File: src/rtl/dest_collect.sv
// Collects destination-matched lanes into a snapshot and drains it round-robin.
// Optional DEST_COLLECT_DROP_CNT_EN adds a saturating count of discarded lanes.

`ifndef A_WIDTH
`define A_WIDTH 16
`endif

module dest_collect #(
   parameter int N       = 8,
   parameter int IDX_W   = 3,
   parameter int D_WIDTH = 16
) (
   input  logic                    clock,
   input  logic                    reset_n,
   input  logic [N-1:0]            in_en,
   input  logic [N-1:0]            in_dest_ok,
   input  logic [N*`A_WIDTH-1:0]   in_nexthop,
   input  logic [N*D_WIDTH-1:0]    in_data,
   output logic                    in_ready,
   output logic                    out_valid,
   input  logic                    out_ready,
   output logic [`A_WIDTH-1:0]     out_nexthop,
   output logic [D_WIDTH-1:0]      out_data,
   output logic [IDX_W-1:0]        out_index
`ifdef DEST_COLLECT_DROP_CNT_EN
   ,
   output logic [15:0]             drop_count
`endif
);

   typedef enum logic {IDLE, DRAIN} state_t;

   localparam logic [IDX_W-1:0] LAST = IDX_W'(N - 1);

   state_t                state;
   state_t                next_state;
   logic [N-1:0]          pending;
   logic [IDX_W-1:0]      rr_ptr;
   logic [`A_WIDTH-1:0]   snap_nh   [N];
   logic [D_WIDTH-1:0]    snap_data [N];

   logic [N-1:0]          accept;
   logic                  capture;
   logic                  fire;
   logic [IDX_W-1:0]      grant;
   logic [IDX_W-1:0]      grant_next;
   logic [IDX_W-1:0]      idx;
   logic                  found;
   logic [N-1:0]          grant_oh;
   logic [N-1:0]          rest;

   assign accept  = in_en & in_dest_ok;
   assign capture = (state == IDLE) && (|accept);
   assign fire    = out_valid & out_ready;

   // Walk the ring from rr_ptr and stop at the first pending lane.
   always_comb begin
      grant = '0;
      found = 1'b0;
      idx   = rr_ptr;
      for (int j = 0; j < N; j++) begin
         if (!found && pending[idx]) begin
            found = 1'b1;
            grant = idx;
         end
         idx = (idx == LAST) ? '0 : idx + 1'b1;
      end
   end

   // One-hot grant, remaining lanes and the wrapped next pointer.
   always_comb begin
      grant_oh        = '0;
      grant_oh[grant] = 1'b1;
      rest            = pending & ~grant_oh;
      grant_next      = (grant == LAST) ? '0 : grant + 1'b1;
   end

   // State register.
   always_ff @(posedge clock or negedge reset_n) begin
      if (!reset_n) begin
         state <= IDLE;
      end else begin
         state <= next_state;
      end
   end

   // Next state and handshake outputs.
   always_comb begin
      next_state = state;
      in_ready   = 1'b0;
      out_valid  = 1'b0;
      unique case (state)
         IDLE: begin
            in_ready = 1'b1;
            if (|accept) begin
               next_state = DRAIN;
            end
         end
         DRAIN: begin
            out_valid = 1'b1;
            if (out_ready && (rest == '0)) begin
               next_state = IDLE;
            end
         end
         default: next_state = IDLE;
      endcase
   end

   // Output bus is zero whenever nothing is offered.
   always_comb begin
      out_nexthop = '0;
      out_data    = '0;
      out_index   = '0;
      if (out_valid) begin
         out_nexthop = snap_nh[grant];
         out_data    = snap_data[grant];
         out_index   = grant;
      end
   end

   // Snapshot capture, pending bookkeeping and round-robin pointer.
   always_ff @(posedge clock or negedge reset_n) begin
      if (!reset_n) begin
         pending <= '0;
         rr_ptr  <= '0;
         for (int i = 0; i < N; i++) begin
            snap_nh[i]   <= '0;
            snap_data[i] <= '0;
         end
      end else if (capture) begin
         pending <= accept;
         for (int i = 0; i < N; i++) begin
            if (accept[i]) begin
               snap_nh[i]   <= in_nexthop[i*`A_WIDTH +: `A_WIDTH];
               snap_data[i] <= in_data[i*D_WIDTH +: D_WIDTH];
            end
         end
      end else if (fire) begin
         pending <= rest;
         rr_ptr  <= grant_next;
      end
   end

`ifdef DEST_COLLECT_DROP_CNT_EN
   logic [15:0] drops;
   logic [16:0] drop_sum;

   // Lanes present but addressed elsewhere on this edge.
   always_comb begin
      drops = '0;
      for (int i = 0; i < N; i++) begin
         drops = drops + 16'(in_en[i] & ~in_dest_ok[i]);
      end
      drop_sum = {1'b0, drop_count} + {1'b0, drops};
   end

   // Saturating drop counter, advanced only on accepting edges.
   always_ff @(posedge clock or negedge reset_n) begin
      if (!reset_n) begin
         drop_count <= '0;
      end else if (capture) begin
         drop_count <= drop_sum[16] ? 16'hFFFF : drop_sum[15:0];
      end
   end
`endif

endmodule

File: config.mk
export PLATFORM = sky130hd
export DESIGN_NAME = dest_collect
export DESIGN_NICKNAME = d
export VERILOG_FILES = /design/src/rtl/dest_collect.sv
export SDC_FILE = /design/constraint.sdc
export NUM_CORES = 1
export LEC_CHECK = 0
export BUFFER_PORTS_ARGS = -buffer_cell sky130_fd_sc_hd__buf_2
export CAP_MARGIN = 10
export CORE_UTILIZATION = 35
export CTS_BUF_LIST = sky130_fd_sc_hd__clkbuf_4 sky130_fd_sc_hd__clkbuf_8
export DETAILED_ROUTE_END_ITERATION = 12
export RECOVER_POWER = 100
export SYNTH_ARGS = -nofsm -noshare
export SYNTH_HDL_FRONTEND = slang
export SYNTH_SLANG_ARGS = --single-unit
File: constraint.sdc
create_clock -name clock -period 6.6 [get_ports clock]
set_input_delay 0.99 -clock clock [delete_from_list [all_inputs] [get_ports clock]]
set_output_delay 0.99 -clock clock [all_outputs]
set_load 0.005 [all_outputs]
== Word-level counts from Yosys, hierarchy flattened ==
Index checks and enable logic that the tools add are counted.

* Add/subtract/negate cells: 8
* Order comparisons: 11
* Equal/unequal tests: 8
* Multiplexer cells: 57
* Bitwise gates (word level): 7
* Reduce and logical (&&, ||, !) cells: 29

{| class="wikitable"
|+ Operators with widths
! kind !! count
|-
| $bmux 16 s3 || 2
|-
| $mux 16 || 6
|-
| $mux 3 || 17
|-
| $lt 3x4->1 const B || 9
|-
| $add 3x1->3 const B || 8
|-
| $bmux 1 s3 || 8
|-
| $eq 3x3->1 const B || 8
|-
| $mux 1 || 20
|-
| $reduce_and 2->1 || 9
|-
| $and 8x8->8 || 2
|-
| $mux 8 || 2
|-
| $logic_and 1x1->1 || 10
|-
| $logic_not 8->1 || 1
|-
| $not 8->8 || 1
|-
| $reduce_or 8->1 || 1
|-
| $logic_not 1->1 || 7
|-
| $ge 4x4->1 const B || 1
|-
| $not 3->4 || 1
|-
| $demux 1 s3 || 1
|-
| $ge 3x1->1 const B || 1
|-
| $not 1->1 || 2
|-
| $pmux 1 s2 || 1
|-
| $reduce_bool 2->1 || 1
|-
| $and 1x1->1 || 1
|}

* Register bits: 268
* Bits of input ports: 275
* Output and inout bits: 37
* Logic and storage cells: 139

== Depth between registers and ports, before layout ==
* Depth after elaboration: 34
* Depth in mapped cells: 19
* Gate-level depth less buffers: 12

== Worst setup path before layout ==
OpenSTA, ideal clock, no wires.

* Path kind: register -> output
* Start point: register rr_ptr[0]
* End point: output port out_data[10]
* Arrival time: 4,012 ps
* Required time: 5,610 ps
* Slack: 1,598 ps
* Cell stages (with the launch flop): 19
* Buffers on the path: 6
* Cells stage by stage: dfrtp_1 > buf_2 > inv_1 > ha_1 > clkbuf_1 > buf_2 > mux2i_1 > nor3_1 > mux4_2 > a211oi_2 > mux2i_1 > nor3b_2 > or3_1 > buf_2 > buf_6 > buf_2 > nand2_1 > nand3_1 > a32o_1

* Word-level cells in the longest chain between the ends: 29
* Elaborated cells between the ends (all ways): 71
* Those cells by class: add/sub (7); eq/ne (7); mux (42); bitwise (1); reduce/logical (14)

{| class="wikitable"
|+ RTL lines
! item !! RTL line !! RTL
|-
| from (decl) || 38 || <nowiki>logic [IDX_W-1:0] rr_ptr;</nowiki>
|-
| from (signal assigned) || 140 || <nowiki>rr_ptr <= grant_next;</nowiki>
|-
| parallel branches: the longest is 23 deep, another holds $add 3x1->3 || - ||
|-
| $mux 3 (*) || 62 || <nowiki>if (!found && pending[idx]) begin</nowiki>
|-
| $not 3->4 (implied by the code) (*) || 116 || <nowiki>out_data = snap_data[grant];</nowiki>
|-
| $bmux 16 s3 (*) || 116 ||
|-
| $mux 16 (implied by the code) (*) (2 in series) || 116 ||
|-
| $mux 16 (*) || 114 || <nowiki>if (out_valid) begin</nowiki>
|-
| to (decl) || 23 || <nowiki>output logic [D_WIDTH-1:0] out_data,</nowiki>
|}

Mark *: on every way between the ends. The select of a mux whose other input is x is not followed.

== Final worst setup path ==
* Start point: register rr_ptr[0]
* End point: output port out_nexthop[13]

* Word-level cells in the longest chain between the ends: 29
* Elaborated cells between the ends (all ways): 71
* Those cells by class: add/sub (7); eq/ne (7); mux (42); bitwise (1); reduce/logical (14)

{| class="wikitable"
|+ RTL lines
! item !! RTL line !! RTL
|-
| parallel branches: the longest is 23 deep, another holds $add 3x1->3 || - ||
|-
| $mux 3 (*) || 62 ||
|-
| $not 3->4 (implied by the code) (*) || 115 || <nowiki>out_nexthop = snap_nh[grant];</nowiki>
|-
| $bmux 16 s3 (*) || 115 ||
|-
| $mux 16 (implied by the code) (*) (2 in series) || 115 ||
|-
| $mux 16 (*) || 114 ||
|-
| to (decl) || 22 || <nowiki>output logic [`A_WIDTH-1:0] out_nexthop,</nowiki>
|}

Marks and branches as above.

==> metrics.txt <==
syn nets=1417; status=complete, but fails checks; crit end category=output port; initial antenna violation count=15; vias per inst=approximately 5.3; max frequency=around 0.16 GHz; Cell Area, Synth=13700 um^2; core area=around 39000 um^2; period utilization=0.961; Worst Setup Start Kind=flop; Starting Density=0.354; Final min period=between 6 and 7 ns; IO buf count=just over 300; gpl congestion=0.861; layout cell share with drive strength beyond 1=0.484; NumNets Final=1742; CP max FO=13; Warnings, synthesis=0; clock buffer depth=3; clock latency on the worst-skew pair=0.61 ns; Final Skew=about 0.026 ns; ys flop type=dfrtp_1; RSZ-0062 raised after global routing=no; asr flop ratio synth=1.00; CTS tree=built; critical path class=reg -> out; maxcap violations=9; gr usage total=0.229; Routed Antenna Nets=0; Synth cell types=slightly above 60; via count=between 10000 and 15000; worst hold-check path type=reg -> reg; Placed Instances=1915; EDFF count, synth=0; Post-CTS Hold Fix Bufs=0; routed len/inst=22.8 um; # DRC=0; Synth Area per Inst=12.0 um^2; Final Setup Violations=0; area grow syn2layout=24.5%; CP arrival=5.35 ns; Slew Viols, Final=roughly 370; Hold Violations, Final=0; Slew @ Worst Pin=roughly 4.7 ns; sequential-to-total area share from yosys stat=0.491; cts bufs inserted=49; Worst EP required=between 5 and 6 ns; DP HPWL=31500 um; Total Wirelength=45900 um; CTS Sinks=268; clk slew on worst S/H paths=0.06 ns; Top-Level Pins=312; site row count=between 70 and 80; non-filler instance count after layout=between 2000 and 2500; Die H=200 um; vias in the first global route=11300; flops & latches, synth=268; DR pass1 iterations=4; failing checks=max-capacitance violations, max-slew violations; largest net degree at the start of global routing=175; grt ovf=0; Yosys top cell by area=dfrtp_1; first-pass GRT wire length=67000 um; Die ar.=between 30000 and 40000 um^2; top-area cell type share of the netlist area=0.491; top post-synthesis cells by area=dfrtp_1, mux2_2, mux2i_1, nand2_1, nand3_1; Die Span X=200 um; Clock Tree Root=clkbuf_8; DRT iter0 DRCs=462; H-tree levels=2; max_slew headroom=-2.17; Syn Inst Count=roughly 1100
==> state kept, by name, summed over array words and instances (netlist names) <==
register / flops
state: 1
rr_ptr: 3
pending: 8
snap_nh: 128
snap_data: 128
==> Yosys cell counts, types with 2 or more instances <==
library cell	count
mux2_2	267
xnor2_1	6
nand3_1	80
a2111oi_4	2
or2_2	3
a32o_1	32
mux4_2	8
buf_2	24
nand3b_1	2
a21oi_1	12
o2111a_1	3
o31a_1	2
dfrtp_1	268
or3_1	2
o32ai_1	2
clkbuf_1	49
nand2_1	151
or3b_2	3
o211ai_1	9
nand2b_1	2
a211oi_1	5
nor3_1	6
and2_1	2
mux2i_1	112
o21ai_0	6
o31ai_1	3
inv_1	7
buf_6	2
buf_4	6
ha_1	6
nor2_1	19
a22oi_1	3
a22o_1	2
xor2_1	2
==> worst paths after layout <==
kind | from | end | slack [ns] | depth (start not counted)
min reg2reg | snap_data[83] | snap_data[83] | 0.50 | 1
min | snap_data[83] | snap_data[83] | 0.50 | 1
max reg2reg | rr_ptr[0] | state | 1.78 | 14
min in group asynchronous | reset_n | snap_data[121] | 2.32 | 1
max | rr_ptr[0] | out_nexthop[13] | 0.26 | 12
max in group asynchronous | reset_n | snap_data[49] | 1.56 | 1
==> stage by stage <==
step                utilization  area, um^2  setup TNS (ns)  worst slack (ns)  hold WS (ns)
finish                    0.441       17000               0             0.257         0.503
detailed placement        0.412       15900               0             0.532         0.492
global placement          0.412       15900               0             0.542         0.486
floorplan                     -       13700               0              1.60         0.479
global route              0.441       17000               0            0.0244         0.511
CTS                       0.441       17000         -0.0193           -0.0193         0.430
==> metal layers <==
layer  share of wire  global-route usage  up-vias
met5          0.0028                   0        -
met4           0.034               0.101       18
met3           0.082              0.0731      104
met2            0.48               0.382      393
met1            0.40               0.267     5293
li1                -                   -     4793
==> area by class of cell <==
class | instances | area [um^2]
multi-input combinational | 780 | 6650
clock inverter | 6 | 83.8
sequential | 268 | 6710
inverter | 8 | 30.0
tap | 518 | 648
clock buffer | 76 | 940
timing repair buffer | 354 | 1930
fill | 3738 | 21600
antenna | 7 | 17.5
==> cells by family after synthesis <==
| family | synth area share |
|---|---|
| multiplexers | 0.315 |
| flip-flops | 0.491 |
| adder cells (fa/ha/maj) | 0.00549 |
| AO/OA/AOI/OAI | 0.0604 |
| AND/OR/NAND/NOR | 0.0922 |
| XOR/XNOR | 0.00632 |
| buffers and inverters | 0.0294 |
==> placed cells by master (no fill, tap or decap), types with 3 or more instances in the layout <==
master	n
a211oi_1	5
a21oi_1	12
a22oi_1	3
a32o_1	32
buf_12	7
buf_2	296
buf_4	27
clkbuf_1	18
clkbuf_2	5
clkbuf_4	17
clkbuf_8	59
clkinv_2	3
dfrtp_1	266
diode_2	7
ha_1	6
inv_1	7
mux2_2	267
mux2i_1	112
mux4_2	8
nand2_1	151
nand3_1	73
nand3_2	7
nor2_1	17
nor3_1	5
o2111a_1	3
o211ai_1	9
o21ai_0	6
o31ai_1	3
or3b_2	3
xnor2_1	6
==> critical path, stage by stage (launching register included) <==
cell and delay, ns:
dfrtp_2 0.50, ha_1 0.26, ha_1 0.30, or2_4 0.37, mux2_2 0.37, a2111oi_4 0.57
nand3_1 0.24, o32ai_2 0.44, o31a_1 0.45, clkbuf_2 0.32, mux2i_1 0.57, a32o_1 0.22
buf_2 0.12
==> repair_timing <==
item | in CTS | in global routing
gates resized for setup | 1 | 5
gates cloned | 1 | 0
setup buffers | 10 | 2
endpoints found under the setup margin | 20 | 33
pin swaps | 2 | 1
Power is left out: the tool's default activity adds up to more than one toggle a clock period on the data nets, which glitch-free logic cannot reach.
